==> src/rtl/seg7_mod_counter_if.sv <==
// seg7_mod_counter_if: control and display signals of seg7_mod_counter
interface seg7_mod_counter_if #(
  parameter int DIGITS = 2
);
  logic en;
  logic up;
  logic load;
  logic [4*DIGITS-1:0] load_val;
  logic [4*DIGITS-1:0] count;
  logic carry;
  logic [6:0] seg;
  logic [DIGITS-1:0] dig_sel;
  modport master (output en, up, load, load_val, input count, carry, seg, dig_sel);
  modport slave (input en, up, load, load_val, output count, carry, seg, dig_sel);
endinterface

==> src/rtl/seg7_mod_counter.sv <==
// seg7_mod_counter: multi-digit modulo counter with muxed 7-seg driver; SEG7_LEADING_ZERO_BLANK_EN blanks leading zeros
module seg7_mod_counter #(
  parameter int DIGITS = 2,
  parameter int MODULUS = 10,
  parameter int PRESCALE = 4,
  parameter int SCAN_DIV = 8
) (
  input logic clk,
  input logic rst_n,
  seg7_mod_counter_if.slave bus
);
  localparam int PW = PRESCALE > 1 ? $clog2(PRESCALE) : 1;
  localparam int SW = SCAN_DIV > 1 ? $clog2(SCAN_DIV) : 1;
  localparam int IW = DIGITS > 1 ? $clog2(DIGITS) : 1;
  localparam logic [3:0] MAX = 4'(MODULUS - 1);
  localparam logic [6:0] LUT [16] = '{
    7'h3F, 7'h06, 7'h5B, 7'h4F, 7'h66, 7'h6D, 7'h7D, 7'h07,
    7'h7F, 7'h6F, 7'h77, 7'h7C, 7'h39, 7'h5E, 7'h79, 7'h71
  };
  logic [PW-1:0] pre;
  logic [SW-1:0] scan;
  logic [IW-1:0] idx, idx_nxt;
  logic [4*DIGITS-1:0] cnt, cnt_step, cnt_load, cnt_nxt;
  logic [DIGITS:0] chain;
  logic tick, step, carry_q, blank;
  logic [6:0] seg_q;
  logic [DIGITS-1:0] sel_q;
  assign tick = pre == PW'(PRESCALE - 1);
  assign step = tick & bus.en;
  assign chain[0] = 1'b1;
  for (genvar d = 0; d < DIGITS; d++) begin : g_dig
    logic [3:0] cur, ld;
    assign cur = cnt[4*d +: 4];
    assign ld = bus.load_val[4*d +: 4];
    assign chain[d+1] = chain[d] & (bus.up ? cur == MAX : cur == 4'd0);
    assign cnt_step[4*d +: 4] = !chain[d] ? cur :
                                bus.up ? (cur == MAX ? 4'd0 : cur + 4'd1) :
                                (cur == 4'd0 ? MAX : cur - 4'd1);
    assign cnt_load[4*d +: 4] = ld > MAX ? MAX : ld;
  end
  assign cnt_nxt = bus.load ? cnt_load : step ? cnt_step : cnt;
  assign idx_nxt = scan != SW'(SCAN_DIV - 1) ? idx : idx == IW'(DIGITS - 1) ? '0 : idx + 1'b1;
`ifdef SEG7_LEADING_ZERO_BLANK_EN
  always_comb begin
    blank = idx_nxt != '0;
    for (int i = 0; i < DIGITS; i++)
      if (i >= int'(idx_nxt) && cnt_nxt[4*i +: 4] != 4'd0) blank = 1'b0;
  end
`else
  assign blank = 1'b0;
`endif
  // seg/dig_sel load from next-state values so they always match the registered count
  always_ff @(posedge clk or negedge rst_n) begin
    if (!rst_n) begin
      pre <= '0;
      scan <= '0;
      idx <= '0;
      cnt <= '0;
      carry_q <= 1'b0;
      sel_q <= DIGITS'(1);
      seg_q <= 7'h3F;
    end else begin
      pre <= tick ? '0 : pre + 1'b1;
      scan <= scan == SW'(SCAN_DIV - 1) ? '0 : scan + 1'b1;
      idx <= idx_nxt;
      cnt <= cnt_nxt;
      carry_q <= !bus.load & step & chain[DIGITS];
      sel_q <= DIGITS'(1) << idx_nxt;
      seg_q <= blank ? 7'h00 : LUT[cnt_nxt[4*idx_nxt +: 4]];
    end
  end
  assign bus.count = cnt;
  assign bus.carry = carry_q;
  assign bus.seg = seg_q;
  assign bus.dig_sel = sel_q;
endmodule

==> src/flat_wrapper.sv <==
// flat-port wrapper written by rule: the top's interface ports become plain ports
module seg7_mod_counter_flat 
#(
  parameter int DIGITS = 2,
  parameter int MODULUS = 10,
  parameter int PRESCALE = 4,
  parameter int SCAN_DIV = 8
)
  (clk, rst_n, bus_en, bus_up, bus_load, bus_load_val, bus_count, bus_carry, bus_seg, bus_dig_sel);
  seg7_mod_counter_if #(.DIGITS(DIGITS)) bus_i ();
  input logic clk;
  input logic rst_n;
  input wire logic [$bits(bus_i.en)-1:0] bus_en;
  input wire logic [$bits(bus_i.up)-1:0] bus_up;
  input wire logic [$bits(bus_i.load)-1:0] bus_load;
  input wire logic [$bits(bus_i.load_val)-1:0] bus_load_val;
  output wire logic [$bits(bus_i.count)-1:0] bus_count;
  output wire logic [$bits(bus_i.carry)-1:0] bus_carry;
  output wire logic [$bits(bus_i.seg)-1:0] bus_seg;
  output wire logic [$bits(bus_i.dig_sel)-1:0] bus_dig_sel;
  assign bus_i.en = bus_en;
  assign bus_i.up = bus_up;
  assign bus_i.load = bus_load;
  assign bus_i.load_val = bus_load_val;
  assign bus_count = bus_i.count;
  assign bus_carry = bus_i.carry;
  assign bus_seg = bus_i.seg;
  assign bus_dig_sel = bus_i.dig_sel;
  seg7_mod_counter #(.DIGITS(DIGITS), .MODULUS(MODULUS), .PRESCALE(PRESCALE), .SCAN_DIV(SCAN_DIV)) u_core (.clk(clk), .rst_n(rst_n), .bus(bus_i));
endmodule
==> config.mk <==
export PLATFORM = sky130hd
export DESIGN_NAME = seg7_mod_counter_flat
export DESIGN_NICKNAME = d
export VERILOG_FILES = /design/src/rtl/seg7_mod_counter_if.sv /design/src/rtl/seg7_mod_counter.sv /design/src/flat_wrapper.sv
export SDC_FILE = /design/constraint.sdc
export NUM_CORES = 1
export LEC_CHECK = 0
export BUFFER_PORTS_ARGS = -buffer_cell sky130_fd_sc_hd__buf_2
export CAP_MARGIN = 40
export CORE_MARGIN = 4
export CORE_UTILIZATION = 49
export DETAILED_ROUTE_END_ITERATION = 7
export PLACE_DENSITY = 0.75
export SYNTH_ARGS = -nofsm -noshare
export SYNTH_HDL_FRONTEND = slang
export SYNTH_SLANG_ARGS = --single-unit
==> constraint.sdc <==
create_clock -name clk -period 2.5 [get_ports clk]
set_input_delay 0.5 -clock clk [delete_from_list [all_inputs] [get_ports clk]]
set_output_delay 0.5 -clock clk [all_outputs]
set_load 0.01 [all_outputs]
==> results of run 1 <==
per-layer routing:
layer  share of wire [%]  vias to the layer above  wire length [µm]  global-route usage [%]
li1                    -                      696                 -                       -
met1                  42                      698              1740                    22.8
met2                  49                       51              2010                    33.0
met3                 5.4                       16               222                    4.39
met4                 3.7                        0               151                    11.1
met5                   0                        -                 0                       0
final timing paths:
kind                                     startpoint                end  slack (ns)  cells after the start
min in group clk                     u_core.scan[0]     u_core.scan[0]        0.45                      1
worst min register to register       u_core.scan[0]     u_core.scan[0]        0.45                      1
max in group asynchronous                     rst_n  u_core.bus.seg[3]        2.02                      1
worst max-delay path            u_core.bus.count[3]  u_core.bus.seg[5]       -0.11                     10
worst min-delay path                          rst_n   u_core.bus.carry        0.11                      1
worst max register to register  u_core.bus.count[3]  u_core.bus.seg[5]       -0.11                     10
cell type report:
cell class              instances  share of cell area [%]
well taps                      44                    2.58
clock inverters                 1                   0.235
multi-input cells             120                    49.6
inverters                       8                    1.41
clock buffers                   3                    1.06
flip-flops and latches         23                    27.4
repair buffers                 59                    17.8
where the power goes:
group          switching, mW  internal [mW]  leakage, nW
logic                  0.192          0.169        0.664
registers             0.0270          0.415        0.269
clock network          0.119         0.0601       0.0177
state kept, by name, indices dropped and copies added (netlist names):
signal / flops
u_core.bus.seg: 7
u_core.idx: 1
u_core.bus.carry: 1
u_core.pre: 2
u_core.bus.dig_sel: 1
u_core.bus.count: 8
u_core.scan: 3
stage by stage:
step	hold WS [ns]	setup TNS, ns	worst slack [ns]
floorplan	0.204	-0.111	-0.0436
global placement	0.414	-2.14	-0.359
detailed placement	0.423	-2.88	-0.518
CTS	0.140	-0.0918	-0.0545
global route	0.144	-1.21	-0.209
finish	0.111	-0.432	-0.108
cell usage after synthesis, types with 2 or more instances:
cell type	number
sky130_fd_sc_hd__a21oi_1	6
sky130_fd_sc_hd__o31ai_1	2
sky130_fd_sc_hd__nor4_1	4
sky130_fd_sc_hd__o221ai_1	2
sky130_fd_sc_hd__a31oi_1	2
sky130_fd_sc_hd__inv_1	8
sky130_fd_sc_hd__xnor2_1	2
sky130_fd_sc_hd__mux2_2	2
sky130_fd_sc_hd__dfstp_2	7
sky130_fd_sc_hd__dfrtp_1	16
sky130_fd_sc_hd__buf_4	2
sky130_fd_sc_hd__a22oi_1	5
sky130_fd_sc_hd__and2_1	2
sky130_fd_sc_hd__o21ai_0	9
sky130_fd_sc_hd__nor2b_1	4
sky130_fd_sc_hd__ha_1	10
sky130_fd_sc_hd__mux2i_1	4
sky130_fd_sc_hd__nor2_1	12
sky130_fd_sc_hd__nand3_1	3
sky130_fd_sc_hd__or3_1	2
sky130_fd_sc_hd__a21o_1	2
sky130_fd_sc_hd__nand2_1	10
sky130_fd_sc_hd__xor2_1	5
sky130_fd_sc_hd__buf_6	2
sky130_fd_sc_hd__a211oi_1	2
sky130_fd_sc_hd__nor3_1	4
sky130_fd_sc_hd__clkbuf_1	11
sky130_fd_sc_hd__nand2b_1	5
cells by family after synthesis:
| group | after synthesis |
|---|---|
| xor+xnor | 7 |
| compound gates | 41 |
| simple gates | 52 |
| buf+inv | 23 |
| fa+ha+maj | 10 |
| mux | 9 |
| flops | 23 |
what timing repair did:
| action | in CTS | in global routing |
|---|---|---|
| resized for setup | 9 | 27 |
| cloned | 1 | 0 |
| pin swaps | 1 | 10 |
| buffers inserted | 4 | 1 |
| setup endpoints to repair | 7 | 7 |
==> metrics.md, run 1 <==
| Metric | Value |
|---|---|
| Net count, final | `~240` |
| Routed Wire Length | `approximately 4100 µm` |
| Number of buffers inserted by hold repair at cts | `0` |
| Largest family of logic cells by synthesized area | `compound AO/OA/AOI/OAI gates` |
| # placed instances | `about 250` |
| Worst Path Max Fanout | `4` |
| Vias in the first global route | `1414` |
| Area of all sequential standard cells | `584 µm²` |
| TritonCTS clock tree | `done` |
| Share of Yosys cell area claimed by the top area cell type | `25.7%` |
| Relative slew slack | `65.9%` |
| Unique cell type count in the Yosys netlist | `48` |
| Result of the run | `finished, violations left` |
| Footprint of the multi-input gates | `1060 µm²` |
| Post-layout worst setup margin | `-0.108 ns` |
| Sequential-to-total area share from yosys stat | `between 30% and 40%` |
| Post-DP HPWL | `approximately 2800 µm` |
| Initial standard-cell utilization of the core | `between 50% and 60%` |
| Upper clock frequency limit | `roughly 380 MHz` |
| Final-report hold violation count | `0` |
| Non-filler cells in the finished layout | `~260` |
| Leak | `between 0.9 and 1 nW` |
| # DRC | `0` |
| Multiplexer share of the synthesized area | `roughly 6.6%` |
| Placed Area | `1880 µm²` |
| Layout Utilization | `around 70%` |
| Number of buffers on the longest clock path | `2` |
| Final Slew Violations | `0` |
| Final standard cell area without fillers | `about 2100 µm²` |
| Clock slew at the register clock pins of the worst setup and hold paths | `0.13 ns` |
| Gpl congestion | `slightly above 0.9` |
| Compound-cell area share of the yosys netlist | `about a fifth` |
| Kind of launch point of the worst setup path | `flip-flop` |
| Category of the most critical setup path | `flip-flop to flip-flop` |
| Global route overflow | `0` |
| Area growth, synth to finish | `37.2%` |
| Post-synth EDFFs | `0` |
| Clock tree root driver cell | `sky130_fd_sc_hd__clkbuf_4` |
| IO Port Bufs | `30` |
| Total power of the final layout | `between 0.9 and 1 mW` |
| Number of antenna violations at the first check in global routing | `0` |
| Number of max-cap violations | `0` |
| Standard-cell rows | `20` |
| Filler cell count | `approximately 230` |
| Capturing element type of the critical path | `flip-flop` |
| Pwr Density | `461 nW/µm²` |
| Horiz. Die Dim | `64.3 µm` |
| Cells after Synth | `roughly 170` |
| Violated checks | `negative setup slack` |
| Post-detailed-route count of antenna-violating nets | `0` |
| Tcrit/Tclk final | `104%` |
| Clock tree skew after final layout | `0.00992 ns` |
| Ports placed on the boundary | `31` |
| Primary flip-flop cell chosen by synthesis mapping | `sky130_fd_sc_hd__dfrtp_1` |
| Synthesized area per cell | `around 9.4 µm²` |
| Area of the core | `approximately 3000 µm²` |
| Post-synthesis adder-cell area fraction | `8.05%` |
| Most common cell after layout, fill and taps aside | `sky130_fd_sc_hd__buf_2` |
| TritonCTS Buffers | `3` |
| Drt wl/cell | `around 16 µm` |
| Peak supply drop | `around 0.00039 V` |
| RSZ-0062 raised after global routing | `yes` |
| Cell type with the highest aggregate area in the netlist | `sky130_fd_sc_hd__dfrtp_1` |
| Syn Std Cell Area | `around 1600 µm²` |
| Via count | `approximately 1500` |
| Critical path, cell by cell | `or3_1 > a2111o_1 > buf_6 > nand2_4 > o21ai_4 > o221ai_4 > inv_2 > ha_4 > mux2_4 > a22oi_2` |
| Layout cells sized above 1 | `a little under half` |
| Most used cells in the layout excluding fill and tap cells | `sky130_fd_sc_hd__buf_2, sky130_fd_sc_hd__buf_4, sky130_fd_sc_hd__dfrtp_1, sky130_fd_sc_hd__nor2_1, sky130_fd_sc_hd__nand2_1` |
| Global-route wire length before repair | `between 6000 and 7000 µm` |
| Synthesis-stage register bit count | `23` |
| Slowest CP cell | `sky130_fd_sc_hd__a2111o_1` |
| Diodes inserted | `0` |
| Largest net degree at the start of global routing | `24` |
| Max incr delay on CP | `approximately 0.50 ns` |
| Initial DRT Pass Iterations | `4` |
| Total number of H-tree levels | `1` |
| Initial DRC count | `86` |
| XOR/XNOR share of the synthesized area | `under 10%` |
| Overall die height | `between 60 and 70 µm` |
| Worst-Margin Slew | `just over 0.5 ns` |
| Worst path arrival time | `between 2 and 3 ns` |
| Top cells by area in the synthesized netlist | `sky130_fd_sc_hd__dfrtp_1, sky130_fd_sc_hd__dfstp_2, sky130_fd_sc_hd__ha_1` |
| Critical path's top delay family | `compound AO/OA/AOI/OAI gates` |
| Classification of the worst-slack hold path | `input pin to asynchronous set/reset pin` |
| Number of nets in the synthesized netlist | `188` |
| Simple-gate portion of the synthesized area | `between 15 and 20%` |
| Async SR Flop Fraction | `100%` |
| Buf/Inv on CP | `2` |
| Count of yosys warnings during synthesis | `0` |
| CTS Sinks | `23` |
| Number of setup violations in the final report | `7` |
| Number of vias per cell after detailed routing | `5.66` |
| GR Util All Layers | `19.6%` |
| Shortest period the worst path allows | `roughly 2.6 ns` |
| DIE AREA | `~4100 µm²` |
| Worst skew pair latency | `between 0.3 and 0.4 ns` |
| Required arrival time at the worst endpoint | `2.77 ns` |
Note: power is estimated with default switching activity, not from simulation.
==> inputs of run 2 (changes only) <==
--- a/config.mk
+++ b/config.mk
@@ -10,7 +10,7 @@
 export CORE_MARGIN = 4
 export CORE_UTILIZATION = 49
 export DETAILED_ROUTE_END_ITERATION = 7
-export PLACE_DENSITY = 0.75
+export PLACE_DENSITY = 0.81
 export SYNTH_ARGS = -nofsm -noshare
 export SYNTH_HDL_FRONTEND = slang
 export SYNTH_SLANG_ARGS = --single-unit
==> metrics.md, run 2 (synthesis gave the netlist of run 1 again) <==
| Metric | Value |
|---|---|
| Post-detailed-route count of antenna-violating nets | `0 (unchanged)` |
| Tcrit/Tclk final | `105% (was 104%)` |
| Layout cells sized above 1 | `50.2% (was 47.2%)` |
| IO Port Bufs | `30 (unchanged)` |
| Post-layout worst setup margin | `-0.119 ns (was -0.108 ns)` |
| Peak supply drop | `0.000301 V (was 0.000388 V)` |
| # DRC | `0 (unchanged)` |
| Final-report hold violation count | `0 (unchanged)` |
| Internal Dissipation | `0.650 mW (was 0.644 mW)` |
| Global route overflow | `0 (unchanged)` |
| Worst path arrival time | `2.86 ns (was 2.88 ns)` |
| GR Util All Layers | `21.0% (was 19.6%)` |
| Classification of the worst-slack hold path | `input pin to asynchronous set/reset pin (unchanged)` |
| Minimum setup slack among reg-to-reg paths | `-0.12 ns (was -0.11 ns)` |
| Drt wl/cell | `16.7 µm (was 16.0 µm)` |
| Filler cell count | `219 (was 234)` |
| Total number of H-tree levels | `1 (unchanged)` |
| Worst-Margin Slew | `0.524 ns (was 0.509 ns)` |
| TritonCTS Buffers | `3 (unchanged)` |
| Initial DRT Pass Iterations | `4 (unchanged)` |
| Vias in the first global route | `1465 (was 1414)` |
| Flip-flop count of the largest register, all copies and words added | `8 (unchanged)` |
| Via count | `1535 (was 1461)` |
| Final Hold Slack | `0.134 ns (was 0.111 ns)` |
| CTS Sinks | `23 (unchanged)` |
| Category of the most critical setup path | `flip-flop to flip-flop (unchanged)` |
| Final Slew Violations | `0 (unchanged)` |
| Area of the core | `3050 µm² (unchanged)` |
| Capturing element type of the critical path | `flip-flop (unchanged)` |
| Most used cells in the layout excluding fill and tap cells | `sky130_fd_sc_hd__buf_4, sky130_fd_sc_hd__buf_2, sky130_fd_sc_hd__dfrtp_1, sky130_fd_sc_hd__nor2_1, sky130_fd_sc_hd__nand2_1 (was sky130_fd_sc_hd__buf_2, sky130_fd_sc_hd__buf_4, sky130_fd_sc_hd__dfrtp_1, sky130_fd_sc_hd__nor2_1, sky130_fd_sc_hd__nand2_1)` |
| Worst skew pair latency | `0.31 ns (was 0.33 ns)` |
| Number of buffers on the longest clock path | `2 (unchanged)` |
| Number of setup violations in the final report | `6 (was 7)` |
| Destination of the worst register-to-register timing path | `u_core.bus.seg[6] (was u_core.bus.seg[5])` |
| Routed Wire Length | `4390 µm (was 4120 µm)` |
| Sequential fraction of design power | `44.3% (was 45.0%)` |
| DIE AREA | `4140 µm² (unchanged)` |
| Post-DP HPWL | `3000 µm (was 2760 µm)` |
| TritonCTS clock tree | `done (unchanged)` |
| Initial standard-cell utilization of the core | `50.9% (unchanged)` |
| Worst slack at placement | `-0.404 ns (was -0.518 ns)` |
| Relative slew slack | `64.9% (was 65.9%)` |
| Area growth, synth to finish | `41.2% (was 37.2%)` |
| Comb pwr share | `38.2% (was 36.8%)` |
| Pwr Density | `451 nW/µm² (was 461 nW/µm²)` |
| Shortest period the worst path allows | `2.62 ns (was 2.61 ns)` |
| Result of the run | `finished, violations left (unchanged)` |
| # placed instances | `253 (was 248)` |
| Number of buffers inserted by hold repair at cts | `0 (unchanged)` |
| Required arrival time at the worst endpoint | `2.74 ns (was 2.77 ns)` |
| Initial DRC count | `83 (was 86)` |
| Ports placed on the boundary | `31 (unchanged)` |
| TNS Setup | `-0.433 ns (was -0.432 ns)` |
| Net switching power figure | `0.340 mW (was 0.339 mW)` |
| Number of vias per cell after detailed routing | `5.84 (was 5.66)` |
| Leak | `0.974 nW (was 0.950 nW)` |
| Switching fraction of total power | `34.4% (about the same)` |
| Standard-cell rows | `20 (unchanged)` |
| Violated checks | `negative setup slack (unchanged)` |
| Total power of the final layout | `0.990 mW (was 0.983 mW)` |
| Diodes inserted | `0 (unchanged)` |
| Worst Path Max Fanout | `6 (was 4)` |
| Reg-to-reg startpoint | `u_core.bus.count[0] (was u_core.bus.count[3])` |
| Most common cell after layout, fill and taps aside | `sky130_fd_sc_hd__buf_4 (was sky130_fd_sc_hd__buf_2)` |
| Horiz. Die Dim | `64.3 µm (unchanged)` |
| Footprint of the multi-input gates | `1080 µm² (was 1060 µm²)` |
| Net count, final | `243 (was 238)` |
| Largest net degree at the start of global routing | `24 (unchanged)` |
| R2R cell count | `10 (unchanged)` |
| Number of antenna violations at the first check in global routing | `0 (unchanged)` |
| Clock slew at the register clock pins of the worst setup and hold paths | `0.13 ns (about the same)` |
| Upper clock frequency limit | `382 MHz (was 383 MHz)` |
| Clock tree skew after final layout | `0.00236 ns (was 0.00992 ns)` |
| Area of all sequential standard cells | `586 µm² (was 584 µm²)` |
| Gpl congestion | `0.908 (was 0.915)` |
| Kind of launch point of the worst setup path | `flip-flop (unchanged)` |
| Overall die height | `64.3 µm (unchanged)` |
| Number of max-cap violations | `0 (unchanged)` |
| Non-filler cells in the finished layout | `263 (was 258)` |
| Part of the total power dissipated in the clock network | `17.4% (was 18.2%)` |
| RSZ-0062 raised after global routing | `yes (unchanged)` |
| Global-route wire length before repair | `6800 µm (was 6370 µm)` |
| Clock tree root driver cell | `sky130_fd_sc_hd__clkbuf_4 (unchanged)` |
==> run 2: routing by layer <==
metal / GRT usage (%) / vias to the layer above / wire, µm
met5: 0 / - / 0
li1: - / 695 / -
met1: 23.7 / 751 / 1610
met3: 2.81 / 18 / 266
met2: 38.7 / 71 / 2380
met4: 9.50 / 0 / 129
==> run 2: what timing repair did <==
item,4_1_cts,5_1_grt
endpoints found under the setup margin,7,7
endpoints found under the hold margin,0,0
gates resized for setup,23,18
buffers inserted,5,1
gates cloned,1,0
pin swaps,11,10
==> run 2: power groups by stage <==
| stage | Clock, mW | Sequential, mW | Combinational (mW) |
|---|---|---|---|
| 6_report | 0.172 | 0.439 | 0.379 |
| 5_1_grt | 0.191 | 0.444 | 0.407 |
| 4_1_cts | 0.174 | 0.438 | 0.351 |
| 3_5_place_dp | 0 | 0.444 | 0.313 |
| 3_3_place_gp | 0 | 0.443 | 0.298 |
| 2_1_floorplan | 0 | 0.452 | 0.179 |
==> run 2: through the flow <==
stage,utilization (%),area [µm²]
after global placement,62.7,1920
after global routing,71.9,2200
after detailed placement,62.7,1920
final,71.9,2200
after floorplan,-,1570
after CTS,69.1,2110
==> run 2: worst max-delay path by stage <==
stage / slack [ns] / end / from / cells after the start
after CTS: -0.09 / u_core.bus.seg[6] / u_core.bus.count[0] / 10
final: -0.12 / u_core.bus.seg[6] / u_core.bus.count[0] / 10
after global routing: -0.19 / u_core.bus.seg[6] / u_core.bus.count[0] / 10
after global placement: -0.31 / u_core.bus.seg[6] / bus_up / 8
after detailed placement: -0.40 / u_core.bus.seg[6] / bus_up / 10
after floorplan: -0.04 / u_core.bus.seg[3] / u_core.bus.count[3] / 9
==> run 2: final cells by class <==
type	instances	share of cell area, %
Clock buffer	3	1.03
Clock inverter	1	0.228
Inverter	8	1.37
Multi-Input combinational cell	120	49.2
Sequential cell	23	26.7
Tap cell	44	2.51
Timing Repair Buffer	64	19.0
==> run 2: worst max-delay path, stage by stage (launching register included) <==
cell and delay, ns:
sky130_fd_sc_hd__dfrtp_1 0.40, sky130_fd_sc_hd__or3_1 0.37, sky130_fd_sc_hd__a2111o_1 0.42, sky130_fd_sc_hd__buf_6 0.17
sky130_fd_sc_hd__xor2_2 0.15, sky130_fd_sc_hd__a22oi_2 0.17, sky130_fd_sc_hd__a21o_1 0.25, sky130_fd_sc_hd__inv_2 0.08
sky130_fd_sc_hd__ha_4 0.16, sky130_fd_sc_hd__mux2_4 0.27, sky130_fd_sc_hd__a22oi_2 0.12
==> inputs of run 3 (changes only) <==
--- a/config.mk
+++ b/config.mk
@@ -5,12 +5,12 @@
 export SDC_FILE = /design/constraint.sdc
 export NUM_CORES = 1
 export LEC_CHECK = 0
-export BUFFER_PORTS_ARGS = -buffer_cell sky130_fd_sc_hd__buf_2
 export CAP_MARGIN = 40
 export CORE_MARGIN = 4
-export CORE_UTILIZATION = 49
+export CORE_UTILIZATION = 56
 export DETAILED_ROUTE_END_ITERATION = 7
-export PLACE_DENSITY = 0.81
+export DONT_BUFFER_PORTS = 1
+export PLACE_DENSITY = 0.8
 export SYNTH_ARGS = -nofsm -noshare
 export SYNTH_HDL_FRONTEND = slang
 export SYNTH_SLANG_ARGS = --single-unit
==> metrics.md, run 3 (synthesis gave the netlist of run 1 again) <==
| Metric | Value |
|---|---|
| Result of the run | `finished, violations left (unchanged)` |
| Violated checks | `negative setup slack (unchanged)` |
| Shortest period the worst path allows | `2.65 ns (was 2.62 ns)` |
| Peak supply drop | `0.000588 V (was 0.000301 V)` |
| Upper clock frequency limit | `377 MHz (was 382 MHz)` |
| R2R cell count | `8 (was 10)` |
| Final standard cell area without fillers | `2000 µm² (was 2200 µm²)` |
| Post-DP HPWL | `2620 µm (was 3000 µm)` |
| Via count | `1406 (was 1535)` |
| Clock tree skew after final layout | `0.00244 ns (was 0.00236 ns)` |
| Horiz. Die Dim | `60.7 µm (was 64.3 µm)` |
| GR Util All Layers | `23.6% (was 21.0%)` |
| Kind of launch point of the worst setup path | `flip-flop (unchanged)` |
| Net count, final | `215 (was 243)` |
| Layout cells sized above 1 | `38.7% (was 50.2%)` |
| Number of buffers on the longest clock path | `2 (unchanged)` |
| Pwr Density | `474 nW/µm² (was 451 nW/µm²)` |
| Capturing element type of the critical path | `flip-flop (unchanged)` |
| Final Hold Slack | `0.235 ns (was 0.134 ns)` |
| Worst slack at placement | `-0.293 ns (was -0.404 ns)` |
| Routed Wire Length | `4240 µm (was 4390 µm)` |
| Ports placed on the boundary | `31 (unchanged)` |
| Final-report hold violation count | `0 (unchanged)` |
| Relative slew slack | `50.4% (was 64.9%)` |
| WHS Endpoint | `u_core.bus.carry` |
| Crit. Startpoint | `u_core.bus.count[0] (unchanged)` |
| Worst path arrival time | `2.90 ns (was 2.86 ns)` |
| Number of setup violations in the final report | `7 (was 6)` |
| Initial DRC count | `52 (was 83)` |
| Overall die height | `60.7 µm (was 64.3 µm)` |
| DIE AREA | `3680 µm² (was 4140 µm²)` |
| Worst-Margin Slew | `0.741 ns (was 0.524 ns)` |
| Area growth, synth to finish | `28.6% (was 41.2%)` |
| Gpl congestion | `0.900 (was 0.908)` |
| Largest net degree at the start of global routing | `22 (was 24)` |
| Worst hold stages | `1` |
| Reg-to-reg startpoint | `u_core.bus.count[0] (unchanged)` |
| Clock slew at the register clock pins of the worst setup and hold paths | `0.13 ns (about the same)` |
| Post-layout worst setup margin | `-0.153 ns (was -0.119 ns)` |
| Post-detailed-route count of antenna-violating nets | `0 (unchanged)` |
| Total number of H-tree levels | `1 (unchanged)` |
| TritonCTS clock tree | `done (unchanged)` |
| Drt wl/cell | `19.2 µm (was 16.7 µm)` |
| TritonCTS Buffers | `3 (unchanged)` |
| Clock tree root driver cell | `sky130_fd_sc_hd__clkbuf_4 (unchanged)` |
| CTS Sinks | `23 (unchanged)` |
| Leak | `0.870 nW (was 0.974 nW)` |
| Placed Area | `1720 µm² (was 1920 µm²)` |
| Layout Utilization | `77.9% (was 71.9%)` |
| Category of the most critical setup path | `flip-flop to flip-flop (unchanged)` |
| RSZ-0062 raised after global routing | `yes (unchanged)` |
| Global-route wire length before repair | `6450 µm (was 6800 µm)` |
| Diodes inserted | `0 (unchanged)` |
| Vias in the first global route | `1334 (was 1465)` |
| Classification of the worst-slack hold path | `input pin to flip-flop (was input pin to asynchronous set/reset pin)` |
| Flip-flop count of the largest register, all copies and words added | `8 (unchanged)` |
| Number of vias per cell after detailed routing | `6.36 (was 5.84)` |
| Number of max-cap violations | `0 (unchanged)` |
| Destination of the worst register-to-register timing path | `u_core.bus.seg[6] (unchanged)` |
| Final Slew Violations | `0 (unchanged)` |
| Total power of the final layout | `0.949 mW (was 0.990 mW)` |
| Worst Path Max Fanout | `12 (was 6)` |
| Initial standard-cell utilization of the core | `60.6% (was 50.9%)` |
| Number of antenna violations at the first check in global routing | `0 (unchanged)` |
| Standard-cell rows | `18 (was 20)` |
| IO Port Bufs | `0 (was 30)` |
| Tcrit/Tclk final | `106% (was 105%)` |
| Initial DRT Pass Iterations | `6 (was 4)` |
| # DRC | `0 (unchanged)` |
| Required arrival time at the worst endpoint | `2.75 ns (was 2.74 ns)` |
| Minimum setup slack among reg-to-reg paths | `-0.15 ns (was -0.12 ns)` |
| Global route overflow | `0 (unchanged)` |
| Worst skew pair latency | `0.32 ns (was 0.31 ns)` |
| Area of the core | `2570 µm² (was 3050 µm²)` |
| Most common cell after layout, fill and taps aside | `sky130_fd_sc_hd__buf_4 (unchanged)` |
| Most used cells in the layout excluding fill and tap cells | `sky130_fd_sc_hd__buf_4, sky130_fd_sc_hd__dfrtp_1, sky130_fd_sc_hd__nor2_1, sky130_fd_sc_hd__nand2_1 (was sky130_fd_sc_hd__buf_4, sky130_fd_sc_hd__buf_2, sky130_fd_sc_hd__dfrtp_1, sky130_fd_sc_hd__nor2_1, sky130_fd_sc_hd__nand2_1)` |
| Worst Min Path Start | `bus_load` |
-- run 3: cell count changes in the layout (fill, tap and decap cells not counted), sizes merged --
cell | before | now
dlygate4sd3 | 0 | 3
buf | 64 | 33
-- run 3: worst max path at each step --
stage / slack, ns / to / cells past startpoint
2_1_floorplan: -0.04 / u_core.bus.seg[3] / 9
3_3_place_gp: -0.20 / u_core.bus.seg[6] / 7
6_report: -0.15 / u_core.bus.seg[6] / 8
3_5_place_dp: -0.29 / u_core.bus.seg[6] / 7
4_1_cts: -0.15 / u_core.bus.seg[5] / 9
5_1_grt: -0.23 / u_core.bus.seg[6] / 8
-- run 3: per-stage QoR --
step                      cells  setup TNS, ns
after detailed placement    205          -1.56
after global placement      205         -0.954
final                       221         -0.871
after floorplan             165         -0.111
after global routing        221          -1.40
after CTS                   216         -0.663
-- run 3: where the power goes --
| part | internal (mW) | leakage (nW) | switching, mW | total, mW |
|---|---|---|---|---|
| sequential | 0.416 | 0.269 | 0.0393 | 0.456 |
| clock | 0.0600 | 0.0177 | 0.119 | 0.179 |
| combinational | 0.152 | 0.584 | 0.162 | 0.314 |
-- run 3: area by class of cell --
class | instances | area, µm²
Clock buffer | 3 | 22.5
Timing Repair Buffer | 36 | 289
Multi-Input combinational cell | 120 | 1030
Sequential cell | 23 | 584
Inverter | 8 | 30.0
Fill cell | 155 | 568
Tap cell | 30 | 37.5
Clock inverter | 1 | 5.00
-- run 3: layer usage --
metal	share of wire, %	GRT usage [%]	routed length, µm
met5	0	0	0
met4	1.8	9.60	77
met3	9.8	7.87	417
met2	49	37.4	2080
met1	39	29.5	1660
-- run 3: repair_timing --
action | 4_1_cts | 5_1_grt
pin swaps | 6 | 8
endpoints found under the setup margin | 7 | 7
hold buffers | 2 | 1
endpoints found under the hold margin | 16 | 5
buffers inserted | 5 | 4
gates cloned | 0 | 1
resized for setup | 14 | 17
-- run 3: critical path, stage by stage (launching register included) --
cell	delay, ns
sky130_fd_sc_hd__dfrtp_1	0.39
sky130_fd_sc_hd__buf_4	0.18
sky130_fd_sc_hd__nor4_1	0.35
sky130_fd_sc_hd__a2111oi_0	0.18
sky130_fd_sc_hd__buf_4	0.16
sky130_fd_sc_hd__o31ai_2	0.54
sky130_fd_sc_hd__mux2i_2	0.28
sky130_fd_sc_hd__mux2_2	0.35
sky130_fd_sc_hd__a22oi_2	0.14
